File: src/rtl/fifo_write_arbiter.sv
// Round-robin arbiter sharing one FIFO write port among NUM_REQ valid/ready producers.
// Credit counter tracks unclaimed FIFO slots, counting the write held in the output register.
module fifo_write_arbiter #(
    parameter int NUM_REQ      = 4,
    parameter int ENTRIES_POW2 = 3
) (
    input  logic                          clk_i,
    input  logic                          reset_i,
    input  logic [NUM_REQ-1:0]            req_valid_i,
    input  logic [NUM_REQ-1:0][31:0]      req_data_i,
    output logic [NUM_REQ-1:0]            req_ready_o,
    input  logic                          fifo_pop_i,
    output logic                          fifo_write_o,
    output logic [31:0]                   fifo_write_data_o,
    output logic [ENTRIES_POW2-1:0]       credits_o,
    output logic                          overflow_err_o
);

    localparam int PTR_W = (NUM_REQ > 1) ? $clog2(NUM_REQ) : 1;
    // 2**ENTRIES_POW2 - 1 is exactly the all-ones value of the credit register.
    localparam logic [ENTRIES_POW2-1:0] CAPACITY = '1;

    logic [PTR_W-1:0] rr_ptr;
    logic [PTR_W-1:0] grant_idx;
    logic [PTR_W-1:0] cand;
    logic             grant_found;
    logic             transfer;
    logic [31:0]      grant_data;

    always_comb begin
        grant_found = 1'b0;
        grant_idx   = '0;
        cand        = '0;
        for (int unsigned i = 0; i < NUM_REQ; i++) begin
            cand = PTR_W'((32'(rr_ptr) + i) % 32'(NUM_REQ));
            if (!grant_found && req_valid_i[cand]) begin
                grant_found = 1'b1;
                grant_idx   = cand;
            end
        end
        transfer    = grant_found && (credits_o != '0) && !reset_i;
        req_ready_o = '0;
        if (transfer) begin
            req_ready_o[grant_idx] = 1'b1;
        end
        grant_data = req_data_i[grant_idx];
    end

    always_ff @(posedge clk_i or posedge reset_i) begin
        if (reset_i) begin
            credits_o         <= CAPACITY;
            rr_ptr            <= '0;
            fifo_write_o      <= 1'b0;
            fifo_write_data_o <= '0;
            overflow_err_o    <= 1'b0;
        end else begin
            fifo_write_o <= transfer;
            if (transfer) begin
                fifo_write_data_o <= grant_data;
                rr_ptr            <= PTR_W'((32'(grant_idx) + 32'd1) % 32'(NUM_REQ));
            end
            case ({transfer, fifo_pop_i})
                2'b10: credits_o <= credits_o - 1'b1;
                2'b01: begin
                    if (credits_o == CAPACITY) begin
                        overflow_err_o <= 1'b1;
                    end else begin
                        credits_o <= credits_o + 1'b1;
                    end
                end
                default: credits_o <= credits_o;
            endcase
        end
    end

endmodule
File: config.mk
export PLATFORM = sky130hd
export DESIGN_NAME = fifo_write_arbiter
export DESIGN_NICKNAME = d
export VERILOG_FILES = /design/src/rtl/fifo_write_arbiter.sv
export SDC_FILE = /design/constraint.sdc
export NUM_CORES = 1
export LEC_CHECK = 0
export BUFFER_PORTS_ARGS = -buffer_cell sky130_fd_sc_hd__buf_2
export CORE_UTILIZATION = 41
export CTS_CLUSTER_DIAMETER = 120
export DETAILED_ROUTE_END_ITERATION = 8
export MAX_ROUTING_LAYER = met4
export PLACE_DENSITY_LB_ADDON = 0.15
export SYNTH_ARGS = -nofsm -noshare
export SYNTH_HDL_FRONTEND = slang
export SYNTH_SLANG_ARGS = --single-unit
File: constraint.sdc
create_clock -name clk_i -period 2.4 [get_ports clk_i]
set_clock_uncertainty 0.1 [all_clocks]
set_input_delay 0.12 -clock clk_i [delete_from_list [all_inputs] [get_ports clk_i]]
set_output_delay 0.12 -clock clk_i [all_outputs]
set_load 0.01 [all_outputs]
==> results of run 1 <==
power by group through the flow:
| stage | combinational [mW] | clock, mW | sequential, mW |
|---|---|---|---|
| 2_1_floorplan | 1.46 | 0 | 1.33 |
| 3_3_place_gp | 2.29 | 0 | 1.24 |
| 3_5_place_dp | 2.34 | 0 | 1.25 |
| 4_1_cts | 2.38 | 0.454 | 1.24 |
| 5_1_grt | 2.60 | 0.481 | 1.29 |
| 6_report | 2.37 | 0.434 | 1.24 |
routing by layer:
layer | share of wire [%] | vias to the layer above
met1 | 40 | 1504
li1 | - | 1604
met2 | 53 | 140
met3 | 6.1 | 16
met5 | 0 | -
met4 | 1.4 | 0
cells in the final DEF (no fill, tap or decap), types with 3 or more instances in the layout:
cell type / synthesis / routed
a311oi_2: 30 / 30
a311oi_1: 3 / 3
and3_4: 6 / 6
and2_1: 5 / 5
buf_2: 17 / 175
and3_1: 27 / 27
inv_1: 5 / 4
dlygate4sd3_1: 0 / 27
buf_12: 0 / 5
clkbuf_8: 0 / 5
ha_1: 4 / 4
o21ai_0: 5 / 5
nand2_1: 132 / 132
nor2_1: 36 / 35
buf_4: 1 / 7
dfstp_2: 3 / 3
clkbuf_1: 5 / 3
dfrtp_1: 36 / 36
worst max-delay path, delay by kind of cell (launching register included):
kind | cells | cell delay, ns
simple gates | 2 | 0.52
flops | 1 | 0.45
buf+inv | 2 | 0.34
fa+ha+maj | 1 | 0.20
compound gates | 1 | 0.17
cell type report:
cell class / count / area, um2
Clock buffer: 8 / 80.1
Multi-Input combinational cell: 282 / 1740
Tap cell: 96 / 120
Sequential cell: 39 / 980
Inverter: 7 / 33.8
Fill cell: 602 / 2540
Timing Repair Buffer: 214 / 1300
worst min-delay path by stage:
stage | to | slack (ns) | cells after the start
floorplan | fifo_write_data_o[0]$_DFFE_PP0P_ | 0.01 | 1
global placement | credits_o[0]$_DFFE_PP1P_ | 0.11 | 2
detailed placement | credits_o[0]$_DFFE_PP1P_ | 0.13 | 2
CTS | fifo_write_data_o[5]$_DFFE_PP0P_ | 0.0006 | 3
global route | fifo_write_data_o[11]$_DFFE_PP0P_ | 0.005 | 3
finish | fifo_write_data_o[30]$_DFFE_PP0P_ | 0.01 | 3
state kept, by name (all words and copies together), names as in the netlist:
signal and cells:
credits_o 3, fifo_write_o 1, overflow_err_o 1, fifo_write_data_o 32, rr_ptr 2
per-stage QoR:
| step | setup slack [ns] | total power, mW | hold WS, ns | area [um2] | util (%) |
|---|---|---|---|---|---|
| 4_1_cts | 0.0624 | 4.08 | 0.000583 | 4230 | 62.3 |
| 3_3_place_gp | 0.300 | 3.53 | 0.113 | 3890 | 57.3 |
| 6_report | 0.210 | 4.04 | 0.0106 | 4250 | 62.6 |
| 3_5_place_dp | 0.187 | 3.60 | 0.128 | 3890 | 57.3 |
| 5_1_grt | 0.0655 | 4.38 | 0.00528 | 4250 | 62.6 |
| 2_1_floorplan | 0.169 | 2.80 | 0.00968 | 2900 | - |
kinds of logic (layout without fill, tap and decap cells):
group / Yosys count / in the layout / synth area share, %
DFF: 39 / 39 / 33.9
and+or+nand+nor: 220 / 220 / 34.4
muxes: 2 / 2 / 0.736
adders and majority gates: 5 / 5 / 2.42
buffers and inverters: 35 / 229 / 6.75
AOI/OAI and AO/OA: 55 / 55 / 21.8
repair_timing:
| item | in CTS | in global routing |
|---|---|---|
| endpoints found under the setup margin | 0 | 3 |
| setup buffers | 0 | 0 |
| gates resized for setup | 0 | 4 |
| hold buffers | 26 | 1 |
| endpoints found under the hold margin | 15 | 1 |
==> results.sh, run 1 <==
export IMPL_status="complete, no violations"
export IMPL_cts_sinks=39
export IMPL_place_hpwl_mm=6.31
export IMPL_worstSetupStartpointType="flop"
export IMPL_routed_wirelength_mm=9.11
export IMPL_clockPowerShare_pct=10.8
export IMPL_cp_endpoint="req_ready_o[3]"
export IMPL_maxSlewHeadroom_pct=65.8
export IMPL_grt_use_met1_pct=29.4
export IMPL_required_ns=2.18
export IMPL_drt_vias_per_instance=5.05
export IMPL_min_period_ns=2.19
export IMPL_cts_tree="yes"
export IMPL_p_per_area_mw_per_mm2=950
export IMPL_area_growth_pct=47.1
export IMPL_r2r_cells=7
export IMPL_postRouteAntennaNets=0
export IMPL_use_met3_pct=4.62
export IMPL_rsz0062_at_grt="false"
export IMPL_synthTopCellsByArea="dfrtp_1 31%, nand2_1 17%, a311oi_2 16%"
export IMPL_synth_top_cells_by_count="132 x nand2_1, 36 x dfrtp_1, 36 x nor2_1"
export IMPL_rows=30
export IMPL_synth_top_area_share_pct=31.2
export IMPL_dieArea_mm2=0.00739
export IMPL_synthFlopType="dfrtp_1"
export IMPL_finalCritPeriodShare_pct=91.2
export IMPL_cp_max_fo=66
export IMPL_use_met2_pct=45.7
export IMPL_post_route_cells_drive_above_1_share_pct=44.0
export IMPL_wl_per_cell_um=14.1
export IMPL_hold_viol=0
export IMPL_root_buffer="clkbuf_8"
export IMPL_antenna_found_initial=0
export IMPL_end_kind="output pin"
export IMPL_clkTransAtPathRegs_ns=0.08
export IMPL_die_w_um=86.0
export IMPL_die_y_um=86.0
export IMPL_drtPass1Iterations=4
export IMPL_synthArstFlopShare_pct=100
export IMPL_fin_nets=689
export IMPL_synth_top_cell_by_area="dfrtp_1"
export IMPL_ys_ff_latch=39
export IMPL_syn_avg_cell_area_um2=8.12
export IMPL_worstPathArrival_ns=1.97
export IMPL_critPathMaxStageDelay_ns=0.45
export IMPL_reg2reg_from="credits_o[2]$_DFFE_PP1P_"
export IMPL_sw_frac_of_total_pct=43.2
export IMPL_grt_pass1_wl_mm=14.7
export IMPL_num_vias=3264
export IMPL_p_int_mw=2.29
export IMPL_reg2reg_to="credits_o[2]$_DFFE_PP1P_"
export IMPL_path_cells="or3b_1 -> o221a_2 -> buf_12 -> ha_1 -> and2_1 -> buf_2"
export IMPL_yosys_warnings=0
export IMPL_setup_worst_path_start="rr_ptr[1]$_DFFE_PP0P_"
export IMPL_start_util_pct=42.6
export IMPL_hold_class="input pin to flop"
export IMPL_core_area_mm2=0.00679
export IMPL_overflow=0
export IMPL_grt_max_degree=67
export IMPL_irDropWorstVdd_mv=0.439
export IMPL_syn_instance_count=356
export IMPL_grt_pass1_vias=3194
export IMPL_maxCapViolations=0
export IMPL_ios=176
export IMPL_drv_slew=0
export IMPL_r2r_setup_slack_ns=0.25
export IMPL_drc_errors=0
export IMPL_track_usage_pct=25.6
export IMPL_crit_type="flop to output pin"
export IMPL_synth_seq_area_share_pct=33.9
export IMPL_dp_cells=611
export IMPL_place_congestion=0.783
export IMPL_switchingPower_mw=1.75
export IMPL_tightest_slew_ns=0.513
export IMPL_hp_start="req_data_i[30]"
export IMPL_first_iter_violations=113
export IMPL_io_buffers=175
export IMPL_synth_area_mm2=0.00289
export IMPL_setup_violations=0
export IMPL_power_frac_comb_pct=58.6
export IMPL_setup_tns_final_ns=0
export IMPL_ys_types=44
export IMPL_layout_cells_non_filler=646
export IMPL_crit_path_top_delay_cell="dfrtp_1"
export IMPL_synth_edff_count=0
export IMPL_pwr_share_seq_pct=30.7
export IMPL_num_antenna_cells=0
export IMPL_leakagePower_nw=2.12
export IMPL_grt_most_used_layer="met2"
export IMPL_timing_fmax_ghz=0.457
export IMPL_insertion_delay_ns=0.29
export IMPL_yosysMostFrequentCell="nand2_1"
export IMPL_htree_levels=2
export IMPL_syn_num_nets=496
export IMPL_cts_buffer_depth=2
export IMPL_cts_buffers_inserted=5
No activity file was read; power rests on OpenSTA's default activity.
==> run 2, diff against run 1 <==
--- a/config.mk
+++ b/config.mk
@@ -9,6 +9,7 @@
 export CORE_UTILIZATION = 41
 export CTS_CLUSTER_DIAMETER = 120
 export DETAILED_ROUTE_END_ITERATION = 8
+export HOLD_SLACK_MARGIN = 0.1
 export MAX_ROUTING_LAYER = met4
 export PLACE_DENSITY_LB_ADDON = 0.15
 export SYNTH_ARGS = -nofsm -noshare
==> run 2 against run 1 <==
Via count increased by 14%. Design area increased by 18%. Largest power group unchanged. First-iteration DRC count increased by 32%. Clock power about the same. Fmax decreased by 0.42%. Hold slack improved by 0.10 ns. Die area unchanged. Cell count increased by 12%. Global-route usage increased by 5.6 points. Highest routed layer unchanged. Largest cell class is now non-clock buffers.
==> results.sh, run 2 (same netlist as run 1, synthesis figures left out) <==
export IMPL_status="complete, no violations"
export IMPL_setup_violations=0
export IMPL_postRouteAntennaNets=0
export IMPL_die_y_um=86.0
export IMPL_r2r_cells=7
export IMPL_reg2reg_to="credits_o[2]$_DFFE_PP1P_"
export IMPL_htree_levels=2
export IMPL_pwr_share_seq_pct=29.8
export IMPL_min_period_ns=2.20
export IMPL_root_buffer="clkbuf_8"
export IMPL_layout_cells_non_filler=722
export IMPL_io_buffers=175
export IMPL_crit_type="flop to output pin"
export IMPL_holdPathStages=4
export IMPL_fillCellCount=488
export IMPL_cts_sinks=39
export IMPL_setup_tns_final_ns=0
export IMPL_power_mw=4.19
export IMPL_tightest_slew_ns=0.514
export IMPL_fin_nets=765
export IMPL_place_congestion=0.783
export IMPL_maxCapViolations=0
export IMPL_dp_cells=611
export IMPL_power_frac_comb_pct=59.8
export IMPL_overflow=0
export IMPL_met3_length_um=784
export IMPL_first_iter_violations=149
export IMPL_place_hpwl_mm=6.31
export IMPL_hp_start="req_data_i[85]"
export IMPL_hold_viol=0
export IMPL_core_area_mm2=0.00679
export IMPL_setup_worst_path_start="rr_ptr[1]$_DFFE_PP0P_"
export IMPL_hold_class="input pin to flop"
export IMPL_drt_vias_per_instance=5.15
export IMPL_leakagePower_nw=2.44
export IMPL_top_regs="fifo_write_data_o (32), credits_o (3), rr_ptr (2)"
export IMPL_maxSlewHeadroom_pct=65.8
export IMPL_end_kind="output pin"
export IMPL_num_antenna_cells=0
export IMPL_grt_pass1_wl_mm=17.8
export IMPL_routed_wirelength_mm=11.0
export IMPL_sw_frac_of_total_pct=43.4
export IMPL_grt_pass1_vias=3917
export IMPL_post_route_cells_drive_above_1_share_pct=38.7
export IMPL_final_common_cell="buf_2"
export IMPL_drc_errors=0
export IMPL_largest_register="fifo_write_data_o"
export IMPL_timing_fmax_ghz=0.455
export IMPL_irDropWorstVdd_mv=0.451
export IMPL_drtPass1Iterations=7
export IMPL_finalCritPeriodShare_pct=91.6
export IMPL_cts_buffers_inserted=5
export IMPL_largest_reg_flops=32
export IMPL_start_util_pct=42.6
export IMPL_wl_per_cell_um=15.2
export IMPL_clkTransAtPathRegs_ns=0.08
export IMPL_worstSetupStartpointType="flop"
export IMPL_rsz0062_at_grt="false"
export IMPL_rows=30
export IMPL_crit_path_top_delay_cell="dfrtp_1"
export IMPL_r2r_setup_slack_ns=0.23
export IMPL_die_w_um=86.0
export IMPL_cts_tree="yes"
export IMPL_highest_layer="met4"
export IMPL_final_cell_mix="175 x buf_2, 132 x nand2_1, 103 x dlygate4sd3_1"
export IMPL_critPathMaxStageDelay_ns=0.45
export IMPL_grt_max_degree=67
export IMPL_path_cells="or3b_1 -> o221a_2 -> buf_12 -> ha_1 -> and2_1 -> buf_2"
export IMPL_clockPowerShare_pct=10.4
export IMPL_drt_met1_wl_mm=4.24
export IMPL_cts_buffer_depth=2
export IMPL_p_per_area_mw_per_mm2=836
export IMPL_dieArea_mm2=0.00739
export IMPL_critPathTopFamily="simple AND/OR/NAND/NOR gates"
export IMPL_antenna_found_initial=0
export IMPL_insertion_delay_ns=0.29
export IMPL_required_ns=2.18
export IMPL_area_growth_pct=73.4
export IMPL_switchingPower_mw=1.82
export IMPL_ios=176
export IMPL_wl_met2_mm=5.66
export IMPL_worst_path_buf_inv=2
export IMPL_p_int_mw=2.37
export IMPL_hold_end="fifo_write_data_o[21]$_DFFE_PP0P_"
export IMPL_num_vias=3717
export IMPL_drv_slew=0
export IMPL_worstPathArrival_ns=1.98
export IMPL_reg2reg_from="credits_o[2]$_DFFE_PP1P_"
export IMPL_cp_max_fo=66
export IMPL_postCtsSetupBuffers=0
export IMPL_track_usage_pct=31.2
[run 2: metrics by stage]
step | util (%) | instance area, um2 | worst slack (ns) | hold slack [ns]
CTS | 73.5 | 4990 | 0.0624 | 0.100
detailed placement | 57.3 | 3890 | 0.187 | 0.128
floorplan | - | 2900 | 0.169 | 0.00968
global placement | 57.3 | 3890 | 0.300 | 0.113
finish | 73.8 | 5010 | 0.201 | 0.111
global route | 73.8 | 5010 | 0.0599 | 0.107
[run 2: worst max path at each step]
stage,to,depth (start not counted)
final,req_ready_o[3],6
after global routing,credits_o[2]$_DFFE_PP1P_,7
after detailed placement,credits_o[2]$_DFFE_PP1P_,8
after floorplan,credits_o[2]$_DFFE_PP1P_,8
after CTS,req_ready_o[1],7
after global placement,credits_o[2]$_DFFE_PP1P_,8
[run 2: power groups by stage]
stage / clock (mW) / sequential [mW] / combinational (mW)
after floorplan: 0 / 1.33 / 1.46
after global placement: 0 / 1.24 / 2.29
after detailed placement: 0 / 1.25 / 2.34
after CTS: 0.454 / 1.24 / 2.47
after global routing: 0.480 / 1.30 / 2.73
final: 0.436 / 1.25 / 2.51
[run 2: final cells by class]
type	count	area [um2]	area share [%]
multi-input cells	282	1740	34.7
flip-flops and latches	39	980	19.5
clock buffers	8	80.1	1.60
well taps	96	120	2.40
inverters	7	33.8	0.674
repair buffers	290	2060	41.1
[run 2: metal layers]
metal | vias to the layer above | GRT usage (%)
met5 | - | -
met4 | 0 | 12.7
met3 | 38 | 5.77
met2 | 181 | 55.4
met1 | 1741 | 34.2
li1 | 1757 | -
[run 2: what timing repair did]
item,4_1_cts,5_1_grt
hold endpoints to repair,70,1
hold buffers,102,1
endpoints found under the setup margin,0,3
gates resized for setup,0,4
[run 2: worst min-delay path, stage by stage]
cell and delay [ns]:
buf_2 0.10, nand2_1 0.04, and3_1 0.16, a311oi_2 0.04
